**src/rtl/wb_burst_master.sv**
```systemverilog
// Wishbone B3 incrementing-burst master: accepts one read/write burst command,
// streams beats with a one-deep write holding register and aborts on ack timeout.
module wb_burst_master #(
    parameter int DW = 32,
    parameter int AW = 26,
    parameter int BL = 5,
    parameter int TO = 255
) (
    input  logic            sys_clk,
    input  logic            reset,
    input  logic            cmd_valid,
    output logic            cmd_ready,
    input  logic            cmd_we,
    input  logic [AW-1:0]   cmd_addr,
    input  logic [BL-1:0]   cmd_len,
    input  logic [DW-1:0]   wdata,
    input  logic [DW/8-1:0] wsel,
    input  logic            wdata_valid,
    output logic            wdata_ready,
    output logic [DW-1:0]   rdata,
    output logic            rdata_valid,
    output logic            rdata_last,
    output logic            done,
    output logic            err,
    output logic            wb_cyc_o,
    output logic            wb_stb_o,
    output logic            wb_we_o,
    output logic [AW-1:0]   wb_addr_o,
    output logic [DW-1:0]   wb_dat_o,
    output logic [DW/8-1:0] wb_sel_o,
    output logic [2:0]      wb_cti_o,
    input  logic            wb_ack_i,
    input  logic [DW-1:0]   wb_dat_i
);

    localparam int SW  = DW / 8;
    localparam int TOW = (TO > 0) ? $clog2(TO + 1) : 1;
    localparam logic [TOW-1:0] TO_LAST = TOW'((TO > 0) ? TO - 1 : 0);
    localparam logic [AW-1:0]  STEP    = AW'(SW);

    typedef enum logic [1:0] {IDLE, BURST, STALL} state_t;

    state_t          state_q, state_d;
    logic            we_q, we_d;
    logic            single_q, single_d;
    logic [AW-1:0]   addr_q, addr_d;
    logic [BL-1:0]   cnt_q, cnt_d;
    logic [DW-1:0]   wdat_q, wdat_d;
    logic [SW-1:0]   wsel_q, wsel_d;
    logic            wfull_q, wfull_d;
    logic [TOW-1:0]  to_q, to_d;
    logic            done_q, done_d;
    logic            err_q, err_d;

    logic beat_ack, last_beat, wload, to_hit;

    assign cmd_ready   = (state_q == IDLE);
    assign wb_cyc_o    = (state_q != IDLE);
    assign wb_stb_o    = (state_q == BURST);
    assign wb_we_o     = wb_cyc_o & we_q;
    assign wb_addr_o   = addr_q;
    assign wb_dat_o    = wdat_q;
    assign wb_sel_o    = !wb_cyc_o ? '0 : (we_q ? wsel_q : '1);
    assign last_beat   = (cnt_q == '0);
    assign wb_cti_o    = (!wb_cyc_o || single_q) ? 3'b000 : (last_beat ? 3'b111 : 3'b010);
    assign beat_ack    = wb_stb_o & wb_ack_i;
    assign rdata       = wb_dat_i;
    assign rdata_valid = beat_ack & ~we_q;
    assign rdata_last  = rdata_valid & last_beat;
    assign done        = done_q;
    assign err         = err_q;
    assign to_hit      = (TO > 0) && wb_stb_o && !wb_ack_i && (to_q == TO_LAST);

    // The first write beat may load together with the command; the final ack never
    // opens the holding register so no data leaks into the next burst.
    always_comb begin
        wdata_ready = 1'b0;
        if (state_q == IDLE) begin
            wdata_ready = cmd_valid & cmd_we & ~reset;
        end else if (we_q) begin
            wdata_ready = ~wfull_q | (beat_ack & ~last_beat);
        end
    end

    assign wload = wdata_valid & wdata_ready;

    always_comb begin
        state_d  = state_q;
        we_d     = we_q;
        single_d = single_q;
        addr_d   = addr_q;
        cnt_d    = cnt_q;
        wdat_d   = wdat_q;
        wsel_d   = wsel_q;
        wfull_d  = wfull_q;
        to_d     = to_q;
        done_d   = 1'b0;
        err_d    = 1'b0;

        if (wload) begin
            wdat_d = wdata;
            wsel_d = wsel;
        end

        case (state_q)
            IDLE: begin
                if (cmd_valid) begin
                    we_d     = cmd_we;
                    addr_d   = cmd_addr;
                    cnt_d    = cmd_len;
                    single_d = (cmd_len == '0);
                    to_d     = '0;
                    wfull_d  = wload;
                    state_d  = (cmd_we && !wload) ? STALL : BURST;
                end
            end
            BURST: begin
                if (beat_ack) begin
                    to_d = '0;
                    if (last_beat) begin
                        state_d = IDLE;
                        done_d  = 1'b1;
                        wfull_d = 1'b0;
                    end else begin
                        cnt_d  = cnt_q - 1'b1;
                        addr_d = addr_q + STEP;
                        if (we_q) begin
                            wfull_d = wload;
                            if (!wload) state_d = STALL;
                        end
                    end
                end else if (to_hit) begin
                    state_d = IDLE;
                    err_d   = 1'b1;
                    wfull_d = 1'b0;
                    to_d    = '0;
                end else if (TO > 0) begin
                    to_d = to_q + 1'b1;
                end
            end
            STALL: begin
                if (wload) begin
                    wfull_d = 1'b1;
                    to_d    = '0;
                    state_d = BURST;
                end
            end
            default: state_d = IDLE;
        endcase
    end

    always_ff @(posedge sys_clk or posedge reset) begin
        if (reset) begin
            state_q  <= IDLE;
            we_q     <= 1'b0;
            single_q <= 1'b0;
            addr_q   <= '0;
            cnt_q    <= '0;
            wdat_q   <= '0;
            wsel_q   <= '0;
            wfull_q  <= 1'b0;
            to_q     <= '0;
            done_q   <= 1'b0;
            err_q    <= 1'b0;
        end else begin
            state_q  <= state_d;
            we_q     <= we_d;
            single_q <= single_d;
            addr_q   <= addr_d;
            cnt_q    <= cnt_d;
            wdat_q   <= wdat_d;
            wsel_q   <= wsel_d;
            wfull_q  <= wfull_d;
            to_q     <= to_d;
            done_q   <= done_d;
            err_q    <= err_d;
        end
    end

endmodule

```
**config.mk**
```make
export PLATFORM = sky130hd
export DESIGN_NAME = wb_burst_master
export DESIGN_NICKNAME = d
export VERILOG_FILES = /design/src/rtl/wb_burst_master.sv
export SDC_FILE = /design/constraint.sdc
export NUM_CORES = 1
export LEC_CHECK = 0
export CAP_MARGIN = 20
export CELL_PAD_IN_SITES_DETAIL_PLACEMENT = 1
export CELL_PAD_IN_SITES_GLOBAL_PLACEMENT = 2
export CORE_UTILIZATION = 24
export DETAILED_ROUTE_END_ITERATION = 16
export PLACE_DENSITY_LB_ADDON = 0.1
export SLEW_MARGIN = 15
export SYNTH_ARGS = -nofsm -noshare
export SYNTH_HDL_FRONTEND = slang
export SYNTH_SLANG_ARGS = --single-unit
```
**constraint.sdc**
```tcl
create_clock -name sys_clk -period 3.75 [get_ports sys_clk]
set_input_delay 0.75 -clock sys_clk [delete_from_list [all_inputs] [get_ports sys_clk]]
set_output_delay 0.75 -clock sys_clk [all_outputs]
set_load 0.01 [all_outputs]
```
==> results of run 1 <==
[final cells by class]
cell class / instances / area, um^2 / share of cell area [%]
clock buffer: 9 / 225 / 3.45
tap: 260 / 325 / 4.99
multi-input combinational: 325 / 2170 / 33.3
timing repair buffer: 160 / 1580 / 24.2
inverter: 17 / 65.1 / 0.998
clock inverter: 7 / 106 / 1.63
sequential: 82 / 2050 / 31.5
[flip-flops by register name, summed over array words and instances, names as in the netlist, 2 cells and up]
signal     count
cnt_q          5
to_q           8
wb_addr_o     26
state_q        2
wb_dat_o      32
wsel_q         4
[placed cells by master (no fill, tap or decap), types with 8 or more instances in the layout]
cell / n
ha_1: 10
nand2_1: 50
nor2_1: 16
dfrtp_1: 82
mux2_1: 9
clkdlybuf4s50_1: 146
nor2b_1: 11
o21ai_0: 33
nor3_1: 8
buf_4: 13
nand3_1: 27
clkbuf_16: 9
inv_1: 14
a22oi_1: 8
nand4_1: 8
a21oi_1: 29
mux2_2: 30
[worst register-to-register path: stages (launching register included)]
cell,delay (ns)
dfrtp_1,0.44
inv_1,0.15
ha_1,0.36
clkinv_1,0.23
buf_4,0.26
a2bb2oi_1,0.25
buf_4,0.32
nor2_1,0.12
buf_4,0.21
o211ai_1,0.10
o21ai_0,0.10
[through the flow]
step / util (%) / power [W] / hold WS [ns] / instance area (um^2) / worst slack [ns]
final: 34.6 / 0.00551 / 0.495 / 6520 / 0.566
after floorplan: - / 0.00316 / 0.467 / 4650 / 0.892
after global placement: 32.9 / 0.00449 / 0.474 / 6190 / 0.586
after CTS: 34.6 / 0.00561 / 0.502 / 6520 / 0.560
after global routing: 34.6 / 0.00593 / 0.516 / 6520 / 0.443
after detailed placement: 32.9 / 0.00456 / 0.485 / 6190 / 0.559
[power breakdown]
group          internal [W]  switching (W)  total (W)
clock              0.000597       0.000415    0.00101
combinational       0.00145        0.00139    0.00283
sequential          0.00129       0.000377    0.00167
total               0.00333        0.00218    0.00551
[per-layer routing]
layer  share of wire, %  up-vias  global-route usage (%)
li1                   -     1940                       -
met3                6.8       15                    5.57
met4                1.1        0                    4.06
met5                  0        -                       0
met2                 49      115                    27.3
met1                 43     2050                    19.1
[cells by family after synthesis]
logic type      count (synthesis)
flops                          82
buf+inv                        74
simple gates                  159
fa+ha+maj                      10
compound gates                111
mux                            45
[path summary, 6_finish.rpt]
path | cells past startpoint | to | slack [ns] | start
worst max-delay path | 4 | wdata_ready | 0.57 | wb_ack_i
worst min-delay path | 1 | wb_dat_o[21] | 0.49 | wb_dat_o[21]
worst max register to register | 10 | cnt_q[1] | 1.09 | state_q[1]
worst min register to register | 1 | wb_dat_o[21] | 0.49 | wb_dat_o[21]
max in group asynchronous | 3 | wb_dat_o[15] | 2.10 | reset
min in group asynchronous | 2 | wb_addr_o[24] | 0.94 | reset
==> out/qor.yml, run 1 <==
power:
  power_density_mw_per_mm2: 845
  p_leak_nw: 2.57
  vdd_ir_drop_max_mv: 0.346
logic_synthesis:
  synth_top_area_share_pct: 44.1
  ys.flop_type: "dfrtp_1"
  syn_nets: 596
  ys_types: 55
  syn_area_mm2: 0.00465
  synth_edf_count: 0
  synthMuxAreaShare_pct: 10.7
  synth_xor_area_share_pct: 0
  ys_async_sr_fraction_pct: 100
  synthTopCellsByArea: "dfrtp_1 44%, mux2_2 7.3%, buf_4 5.8%"
  synth_seq_cells: 82
  ys_top_cells_by_count: "82 x dfrtp_1, 50 x nand2_1, 36 x buf_4"
  synth_compound_area_share_pct: 15.3
  yosys.area_share.simple_pct: 17.9
  yosysMostFrequentCell: "dfrtp_1"
  synth_warnings: 0
  yosysSeqAreaShare_pct: 44.1
  yosys.area.top_type: "dfrtp_1"
  synth_cells: 481
  synth-adder-area-share_pct: 2.69
  synth_top_family_by_area: "simple AND/OR/NAND/NOR gates"
  avgSynthCellArea_um2: 9.67
cts:
  ctsLongestPathBuffers: 2
  numClockSinks: 82
  htree_levels: 3
  cts_made_buffers: 9
  path_clk_slew_ns: 0.07
  cts_resized: 0
  tritoncts: "yes"
  clock_latency_ns: 0.35
  postCtsHoldBufs: 0
  root_buffer: "clkbuf_16"
  postCtsSetupBuffers: 0
setup_path:
  worst_ep_arrival_time_ns: 2.43
  crit_buf_inv: 2
  slowest_delay_ns: 0.67
  crit_path_cell_trace: "clkdlybuf4s50_1 -> nand4b_1 -> o211ai_2 -> clkdlybuf4s50_1"
  cp_common_cell: "clkdlybuf4s50_1"
  crit_fanout: 7
  crit_family: "buffers and inverters"
  end_kind: "output port"
  worstPathRequired_ns: 3.00
  setup.worst_path.start_class: "primary input"
  critical_path_class: "primary input to output port"
  slowest_stage: "clkdlybuf4s50_1"
final_layout:
  nFillCells: 2118
  drive_gt1_share_pct: 11.3
  final_cells: 860
  syn2layout_area_growth_pct: 40.2
  diodes: 0
  nNetsFinal: 710
route:
  wire_per_inst_um: 17.8
  drt-total-wl_um: 15400
  drc_errors: 0
  routed_via_density: 4.79
  drt_iter0_markers: 104
  antenna_left: 0
  routed-via-count: 4120
  dr.pass1.iters: 4
timing:
  slew_headroom_pct: 45.0
  layout_worst_path_cycle_share_pct: 84.9
  hold_viol: 0
  fin_worst_skew_ns: 0.0118
  period_minus_slack_ns: 3.18
  setup_tns_ns: 0
  grt_setup_unrepaired: "false"
  worst-slew-pin-transition_ns: 0.824
  fmax_mhz: 314
  final_max_slew_viol_count: 0
  finalSetupViolCount: 0
global_route:
  grt_max_degree: 45
  grt_pass1_vias: 4512
  gr-usage-all-layers_pct: 16.0
  overflow: 0
  grt_pass1_wl_um: 24600
  antenna_found_initial: 0
placement:
  dp_cells: 844
  port-buffer-count: 146
  hpwl_um: 11200
  place_congestion: 0.727
floorplan:
  initial_core_util_pct: 24.7
  die_x_um: 141
  num_io_pins: 211
  core_area_mm2: 0.0188
  die-area_mm2: 0.0199
  fp.dieH_um: 141
  std_cell_rows: 50
flow_run:
  cap_violations: 0
outcome:
  outcome: "finished clean"
worst_hold_path:
  hp-class: "flop to flop"
Power figures use the tool's default switching activity.
==> run 2, diff against run 1 <==
clock period = 3.1 ns   (was 3.75 ns; I/O delays follow)
==> out/qor.yml, run 2 (same netlist as run 1, synthesis figures left out) <==
outcome:
  outcome: "finished clean"  # unchanged
power:
  switching_share_pct: 40.7  # was 39.5%
  vdd_ir_drop_max_mv: 0.362  # was 0.346 mV
  clockPowerShare_pct: 17.0  # was 18.4%
  power_density_mw_per_mm2: 1010  # was 845 mW/mm^2
  p_leak_nw: 2.58  # was 2.57 nW
  power_frac_seq_pct: 30.5  # was 30.2%
  power.switching_w: 0.00269  # was 0.00218 W
  p_int_w: 0.00392  # was 0.00333 W
  comb_power_share_pct: 52.5  # was 51.4%
setup_path:
  crit_fanout: 6  # was 7
  regToRegSetupSlack_ns: 0.54  # was 1.09 ns
  cp-startpoint: "cnt_q[0]"  # was wb_ack_i
  slowest_stage: "clkdlybuf4s50_1"  # unchanged
  r2r_start: "state_q[1]"  # unchanged
  end_kind: "output port"  # unchanged
  crit_path_cell_trace: "inv_1 -> ha_1 -> or4b_4 -> nor3_1 -> clkdlybuf4s50_1"  # was clkdlybuf4s50_1 -> nand4b_1 -> o211ai_2 -> clkdlybuf4s50_1
  endpoint: "rdata_last"  # was wdata_ready
  reg2regPathDepth: 7  # was 10
  setup.worst_path.start_class: "flop"  # was primary input
  rr_endpoint: "to_q[3]"  # was cnt_q[1]
  worstPathRequired_ns: 2.48  # was 3.00 ns
  slowest_delay_ns: 0.58  # was 0.67 ns
  critical_path_class: "flop to output port"  # was primary input to output port
  worst_ep_arrival_time_ns: 2.39  # was 2.43 ns
route:
  routed-via-count: 4146  # was 4120
  dr.pass1.iters: 4  # unchanged
  drc_errors: 0  # unchanged
  wire_per_inst_um: 18.0  # was 17.8 um
  antenna_left: 0  # unchanged
  drt_iter0_markers: 106  # was 104
  routed_via_density: 4.80  # was 4.79
  drt-total-wl_um: 15500  # was 15400 um
floorplan:
  die-area_mm2: 0.0199  # unchanged
  core_area_mm2: 0.0188  # unchanged
  initial_core_util_pct: 24.7  # unchanged
  num_io_pins: 211  # unchanged
  std_cell_rows: 50  # unchanged
  fp.dieH_um: 141  # unchanged
  die_x_um: 141  # unchanged
global_route:
  overflow: 0  # unchanged
  gr-usage-all-layers_pct: 16.3  # was 16.0%
  grt_pass1_vias: 4425  # was 4512
  grt_pass1_wl_um: 24900  # was 24600 um
  antenna_found_initial: 0  # unchanged
  grt_max_degree: 38  # was 45
cts:
  postCtsHoldBufs: 0  # unchanged
  cts_made_buffers: 9  # unchanged
  clock_latency_ns: 0.36  # was 0.35 ns
  tritoncts: "yes"  # unchanged
  path_clk_slew_ns: 0.07  # about the same
  cts_resized: 2  # was 0
  numClockSinks: 82  # unchanged
  root_buffer: "clkbuf_16"  # unchanged
  postCtsSetupBuffers: 0  # unchanged
  ctsLongestPathBuffers: 2  # unchanged
  htree_levels: 3  # unchanged
final_layout:
  fin_area_mm2: 0.00655  # was 0.00652 mm^2
  drive_gt1_share_pct: 12.1  # was 11.3%
  diodes: 0  # unchanged
  syn2layout_area_growth_pct: 40.8  # was 40.2%
  nNetsFinal: 713  # was 710
  most-common-layout-cells: "146 x clkdlybuf4s50_1, 82 x dfrtp_1, 50 x nand2_1"  # unchanged
  final_cells: 863  # was 860
  layout_commonest_cell: "clkdlybuf4s50_1"  # unchanged
  finish.utilization_pct: 34.8  # was 34.6%
  largest_reg_flops: 32  # unchanged
timing:
  layout_worst_path_cycle_share_pct: 97.1
  finalSetupViolCount: 0  # unchanged
  slew_headroom_pct: 58.0  # was 45.0%
  worst-slew-pin-transition_ns: 0.629  # was 0.824 ns
  fin_worst_skew_ns: 0.0127  # was 0.0118 ns
  setup_tns_ns: 0  # unchanged
  grt_setup_unrepaired: "false"  # unchanged
  final_max_slew_viol_count: 0  # unchanged
  hold_viol: 0  # unchanged
  period_minus_slack_ns: 3.01
  fmax_mhz: 332
  whs_ns: 0.496  # was 0.495 ns
placement:
  port-buffer-count: 146  # unchanged
  placed_cell_area_mm2: 0.00622  # was 0.00619 mm^2
  place_congestion: 0.741  # was 0.727
  hpwl_um: 11400  # was 11200 um
  dp_cells: 846  # was 844
worst_hold_path:
  hp-class: "flop to flop"  # unchanged
flow_run:
  cap_violations: 0  # unchanged
-- run 2: changes by cell type in the layout (fill, tap and decap cells not counted), moves of 2 or more --
| cell | delta |
|---|---|
| inv_8 | +3 |
| buf_4 | +2 |
| bufinv_16 | -2 |
| inv_6 | -2 |
-- run 2: layout make-up --
cell class	instances	area [um^2]
Clock buffer	9	225
Clock inverter	7	78.8
Fill cell	2126	12300
Inverter	17	65.1
Multi-Input combinational cell	325	2190
Sequential cell	82	2050
Tap cell	260	325
Timing Repair Buffer	163	1610
-- run 2: stage by stage --
stage | worst slack (ns) | power (W)
4_1_cts | 0.0585 | 0.00670
6_report | 0.0894 | 0.00661
3_3_place_gp | 0.257 | 0.00545
5_1_grt | 0.0146 | 0.00716
2_1_floorplan | 0.372 | 0.00382
3_5_place_dp | 0.246 | 0.00553
-- run 2: worst min-delay path by stage --
stage,startpoint,end,slack (ns),depth (start not counted)
detailed placement,wb_addr_o[0],wb_addr_o[0],0.48,2
finish,wb_addr_o[0],wb_addr_o[0],0.50,2
floorplan,wfull_q,wfull_q,0.47,2
global route,wb_dat_o[21],wb_dat_o[21],0.51,1
global placement,wb_addr_o[1],wb_addr_o[1],0.47,2
CTS,wb_addr_o[0],wb_addr_o[0],0.50,2
-- run 2: critical path, delay by kind of cell (launching register included) --
family                     cells  cell delay [ns]
and+or+nand+nor                2             0.75
buffers and inverters          2             0.71
DFF                            1             0.38
adders and majority gates      1             0.20
-- run 2: power groups by stage --
stage / combinational [W] / sequential (W) / clock [W]
final: 0.00347 / 0.00202 / 0.00112
after CTS: 0.00352 / 0.00202 / 0.00116
after global placement: 0.00345 / 0.00200 / 0
after global routing: 0.00383 / 0.00210 / 0.00122
after floorplan: 0.00172 / 0.00211 / 0
after detailed placement: 0.00350 / 0.00203 / 0
-- run 2: per-layer routing --
metal	share of wire (%)	vias up	track usage (%)
met5	0	-	0
met4	1.3	0	6.06
met3	5.6	17	4.31
met2	50	111	27.6
met1	44	2080	19.9
li1	-	1938	-
